==> config.mk <==
export PLATFORM = sky130hd
export DESIGN_NAME = demux8_scan
export DESIGN_NICKNAME = d
export VERILOG_FILES = /design/src/rtl/demux8_scan.sv
export SDC_FILE = /design/constraint.sdc
export NUM_CORES = 1
export LEC_CHECK = 0
export BUFFER_PORTS_ARGS = -buffer_cell sky130_fd_sc_hd__buf_2
export CAP_MARGIN = 20
export CORE_MARGIN = 2
export CORE_UTILIZATION = 45
export CTS_CLUSTER_SIZE = 20
export DETAILED_ROUTE_END_ITERATION = 6
export MAX_ROUTING_LAYER = met4
export PLACE_DENSITY = 0.67
export SLEW_MARGIN = 5
export SYNTH_ARGS = -nofsm -noshare
export SYNTH_HDL_FRONTEND = slang
export SYNTH_SLANG_ARGS = --single-unit
export TNS_END_PERCENT = 10
==> constraint.sdc <==
create_clock -name CLK -period 5.5 [get_ports CLK]
set_input_delay 1.1 -clock CLK [delete_from_list [all_inputs] [get_ports CLK]]
set_output_delay 1.1 -clock CLK [all_outputs]
set_load 0.03 [all_outputs]
==> src/rtl/demux8_scan.sv <==
// -----------------------------------------------------------------------------
// demux8_scan
//   Scanning 8-channel demultiplexer for the far end of an 8:1 multiplexed
//   link. Drives the 3-bit channel select {U,T,S} into an external 8:1 mux,
//   samples the returned mux output Y once per channel after DWELL cycles,
//   and publishes all eight channels as one registered word Q together with
//   a one-cycle FRAME strobe.
//
//   Parameters:
//     WIDTH  bits per channel (Y is WIDTH wide, Q is 8*WIDTH wide)
//     DWELL  cycles spent on each channel before sampling (1..16)
//
//   Ports:
//     CLK    rising-edge clock
//     MR_N   asynchronous active-low master reset
//     EN     scan enable (level)
//     CLR    synchronous clear/restart (only with DEMUX8_SCAN_CLR_EN)
//     Y      mux output for the currently selected channel
//     S,T,U  registered channel select bits 0,1,2
//     Q      captured frame, channel k in Q[k*WIDTH +: WIDTH]
//     FRAME  one-cycle pulse on the edge Q is updated
//     BUSY   high while a frame scan is in progress
//
//   Build option: define DEMUX8_SCAN_CLR_EN to add the CLR input.
// -----------------------------------------------------------------------------
module demux8_scan #(
    parameter int WIDTH = 1,
    parameter int DWELL = 1
) (
    input  logic               CLK,
    input  logic               MR_N,
    input  logic               EN,
`ifdef DEMUX8_SCAN_CLR_EN
    input  logic               CLR,
`endif
    input  logic [WIDTH-1:0]   Y,
    output logic               S,
    output logic               T,
    output logic               U,
    output logic [8*WIDTH-1:0] Q,
    output logic               FRAME,
    output logic               BUSY
);

    localparam int CW = (DWELL > 1) ? $clog2(DWELL) : 1;
    localparam logic [CW-1:0] CNT_LAST = CW'(DWELL - 1);

    typedef enum logic {
        IDLE,
        SCAN
    } state_t;

    state_t               state;
    logic [2:0]           sel;
    logic [CW-1:0]        cnt;
    logic [8*WIDTH-1:0]   shadow;
    logic                 clr;

`ifdef DEMUX8_SCAN_CLR_EN
    assign clr = CLR;
`else
    assign clr = 1'b0;
`endif

    assign S = sel[0];
    assign T = sel[1];
    assign U = sel[2];

    always_ff @(posedge CLK or negedge MR_N) begin
        if (!MR_N) begin
            state  <= IDLE;
            sel    <= '0;
            cnt    <= '0;
            shadow <= '0;
            Q      <= '0;
            FRAME  <= 1'b0;
            BUSY   <= 1'b0;
        end else begin
            FRAME <= 1'b0;
            if (clr) begin
                // Restart the current frame; state and BUSY are left alone.
                Q      <= '0;
                shadow <= '0;
                sel    <= '0;
                cnt    <= '0;
            end else begin
                case (state)
                    IDLE: begin
                        sel <= '0;
                        cnt <= '0;
                        if (EN) begin
                            state <= SCAN;
                            BUSY  <= 1'b1;
                        end
                    end
                    SCAN: begin
                        if (cnt == CNT_LAST) begin
                            shadow[sel*WIDTH +: WIDTH] <= Y;
                            cnt <= '0;
                            sel <= sel + 3'd1;
                            if (sel == 3'd7) begin
                                // Slot 7 bypasses the shadow so Q sees it on this edge.
                                Q     <= {Y, shadow[7*WIDTH-1:0]};
                                FRAME <= 1'b1;
                                if (!EN) begin
                                    state <= IDLE;
                                    BUSY  <= 1'b0;
                                end
                            end
                        end else begin
                            cnt <= cnt + 1'b1;
                        end
                    end
                    default: begin
                        state <= IDLE;
                        BUSY  <= 1'b0;
                    end
                endcase
            end
        end
    end

endmodule

# Yosys cells after proc, flatten, opt, wreduce, memory -nomap -nowiden
# Cells that the tools add are included.
word_totals:
  out_inout_bits: 13
  in_bits: 4
  word_cells: 39
  regBits: 23
op_classes:
  mux: 17
  eq_ne: 5
  shifts: 2
  reduce_logical: 3
  n_addsub: 3
  bitwise_logic: 2
op_table:
  columns: ["cell", "n"]
  rows:
  - ["$neg A3 Y34", 1]
  - ["$shift A1 B34 Y8 const A", 1]
  - ["$shiftx A1 B34 Y8", 1]
  - ["$mux W1", 11]
  - ["$bwmux W8", 1]
  - ["$ne A2 B2 Y1 const B", 3]
  - ["$pmux W1 S2", 3]
  - ["$pmux W3 S2", 1]
  - ["$reduce_and A4 Y1", 1]
  - ["$add A3 B1 Y3 const B", 1]
  - ["$eq A3 B3 Y1 const B", 1]
  - ["$mux W3", 1]
  - ["$reduce_and A3 Y1", 1]
  - ["$ne A2 B1 Y1 const B", 1]
  - ["$not A1 Y1", 2]
  - ["$reduce_and A2 Y1", 1]
  - ["$add A1 B1 Y1 const B", 1]

# Depth between registers and ports, before layout
logic_depth:
  ltp_word: 4
  ltp_mapped: 6

# Least setup slack after synthesis
# Ideal clock, no wire load.
synth_path:
  path_type: "reg-to-reg"
  start: "register sel[0]"
  end: "register shadow[6]"
  t_arrival_ns: 1.886
  n_path_buf: 0
  path_stages_with_launch: 7
  synth_period_minus_slack_ns: 2.014
  setup_ns: 0.128
  setup_slack_ns: 3.486
  required_ns: 5.372
  path_cell_list: "dfrtp_1 inv_1 ha_1 ha_1 nand3b_1 nor4_1 mux2_1"
synth_between:
  elab_chain_len: 3
  word_cells_on_any_way: 4
synth_rtl:
  columns: ["element", "line", "source"]
  rows:
  - ["start, declared", "54", "logic [2:0] sel;"]
  - ["start signal, assigned", "100", "sel <= sel + 3'd1;"]
  - ["$neg A3 Y34 *", "98", "shadow[sel*WIDTH +: WIDTH] <= Y;"]
  - ["$shiftx A1 B34 Y8 / $shift A1 B34 Y8 (equally long branches)", "98", null]
  - ["$bwmux W8 *", "98", null]
  - ["end signal, assigned", "74", "shadow <= '0;"]
  - ["end signal, assigned", "83", "shadow <= '0;"]
  - ["end signal, assigned by index", "98", null]
  - ["end, declared", "56", "logic [8*WIDTH-1:0] shadow;"]
# Every way passes the cells marked *; elsewhere a longest branch is shown, timed or not.
# A chain may end at the register's enable or synchronous reset.

# Worst setup path after layout
layout_path:
  start: "register sel[0]"
  end: "output S"
layout_lines:
  columns: ["element", "line", "source"]
  rows:
  - ["end, declared", "37", "output logic S,"]
# No word-level cell between the ends.

==> flow_summary.json <==
{
  "outcome": "complete, no violations",
  "area_growth_pct": 14.34,
  "cap_violations": 0,
  "n_antenna_cell": 0,
  "htreeDepth": 1,
  "setup_ws_ns": 3.367,
  "worst-r2r-cell-count": 6,
  "synth_seq_cells": 21,
  "layout.cells.non_filler": 117,
  "numCtsBuffers": 3,
  "dp_hpwl_mm": 1.044,
  "hold_class": "reg -> reg",
  "grt_pass1_wl_mm": 2.642,
  "gr-usage-all-layers": 0.1496,
  "slew_headroom": 0.6999,
  "worstSetupEndpoint": "S",
  "drt_pass1_iterations": 5,
  "postCtsHoldBufs": 0,
  "grt_setup_unrepaired": "false",
  "cts_tree": "built",
  "drt_iter0_markers": 6,
  "synth_area_um2": 907.1,
  "crit_chain": "buf_2",
  "ant_nets": 0,
  "initial_core_util": 0.4720,
  "drive_gt1_frac": 0.3556,
  "clk_pin_slew_ns": 0.11,
  "synth.net_count": 80,
  "vias": 608,
  "synthDistinctLibCells": 21,
  "post_cts_buffers": 0,
  "port_buffers": 16,
  "crit_path_start": "sel[0]",
  "r2r_slack_ns": 3.44,
  "dp_cells": 113,
  "path_max_fanout": 8,
  "cp_data_arrival_time_ns": 1.03,
  "fin_nets": 100,
  "endpoint_kind": "output pin",
  "worstMarginPinSlew_ns": 0.4501,
  "cts.sinks": 21,
  "seq_area_frac_synth": 0.5793,
  "worstPathBufferInverterCount": 1,
  "fmax_ghz": 0.4689,
  "die_w_um": 48.90,
  "cts_resized": 0,
  "critPathMaxStageDelay_ns": 0.49,
  "fillers": 182,
  "cp.depth": 1,
  "r2r-end": "shadow[6]",
  "finalCriticalPeriod_ns": 2.133,
  "hold_viol_final": 0,
  "yosys_warnings": 0,
  "die_height_um": 48.90,
  "fp-row-count": 16,
  "finalSetupViolations": 0,
  "wl_mm": 1.489,
  "first_global_vias": 607,
  "fp.coreArea_mm2": 0.001922,
  "clk_path_buf_depth": 2,
  "cp.required_ns": 4.40,
  "gp_congestion": 0.8380,
  "worstSkewPairLatency_ns": 0.29,
  "overflow": 0,
  "final_cell_mix": "dfrtp_1 (21), buf_2 (16), mux2_2 (8)",
  "critical_path.slowest_cell": "dfrtp_1",
  "r2r_start": "sel[0]",
  "synth_area_per_cell_um2": 12.78,
  "post-route-drc-count": 0,
  "cts_root_buf": "clkbuf_4",
  "postSynthCellCount": 71,
  "finalClockSkew_ns": 0.0009125,
  "grt_max_degree": 22,
  "cpLargestDelayFamily": "flip-flops",
  "ios": 17,
  "cp-start-kind": "flip-flop",
  "final_max_slew_viol_count": 0,
  "wl_per_cell_um": 12.73,
  "final_common_cell": "dfrtp_1",
  "crit_type": "reg -> out",
  "post-place-ws_ns": 3.515,
  "die_area_mm2": 0.002391,
  "via_per_inst": 5.197,
  "fin_crit_sh": 0.3878,
  "antenna_found_initial": 0,
  "setup-tns-final_ns": 0
}
metal layers:
layer / GRT usage / part of all wire / up-vias
li1: - / - / 284
met1: 0.1831 / 0.44 / 295
met2: 0.2397 / 0.50 / 25
met3: 0.04601 / 0.052 / 4
met4: 0.04286 / 0.013 / 0
met5: - / 0 / -
cell families after synthesis:
kind of cell	after synthesis	synth area share
simple gates	16	0.1062
buf+inv	8	0.04138
flops	21	0.5793
fa+ha+maj	5	0.06897
mux	11	0.1366
compound gates	10	0.06758
metrics by stage:
stage	hold slack (ns)	instance area (µm²)	utilization
2_1_floorplan	0.4541	907.1	-
3_3_place_gp	0.4600	1010	0.5254
3_5_place_dp	0.4761	1010	0.5254
4_1_cts	0.5031	1037	0.5397
5_1_grt	0.5343	1037	0.5397
6_report	0.4956	1037	0.5397
worst min-delay path by stage:
| stage | from | to | cells past startpoint |
|---|---|---|---|
| CTS | shadow[6] | shadow[6] | 1 |
| finish | shadow[6] | shadow[6] | 1 |
| global route | Q[4] | Q[4] | 1 |
| floorplan | shadow[2] | shadow[2] | 1 |
| global placement | Q[7] | Q[7] | 2 |
| detailed placement | shadow[6] | shadow[6] | 1 |
sequential cells by signal (all words and copies together) (netlist names):
signal,flops
FRAME,1
state,1
sel,3
Q,8
BUSY,1
shadow,7
cells in the mapped netlist (all sizes together):
cell type | number | share of area
nor3 | 1 | 0.0055
and2b | 1 | 0.0097
a21oi | 1 | 0.0055
buf | 1 | 0.012
ha | 5 | 0.069
and2 | 1 | 0.0083
o31ai | 3 | 0.025
mux2 | 11 | 0.14
nand3 | 1 | 0.0055
nand4b | 1 | 0.0097
nor2 | 2 | 0.0083
nand3b | 2 | 0.017
dfrtp | 21 | 0.58
nor4 | 3 | 0.021
a21o | 1 | 0.0097
nand2 | 3 | 0.015
nand2b | 1 | 0.0069
inv | 7 | 0.029
o21ai | 5 | 0.028
area by class of cell:
cell class              count  area (µm²)  share of cell area
repair buffers             16       80.08             0.07720
clock buffers               3       22.52             0.02171
well taps                  27       33.78             0.03257
multi-input cells          42       344.1              0.3317
flip-flops and latches     21       525.5              0.5066
inverters                   7       26.28             0.02533
clock inverters             1       5.005            0.004825
Power is left out: the tool's default activity adds up to more than one toggle a clock period on the data nets, which glitch-free logic cannot reach.
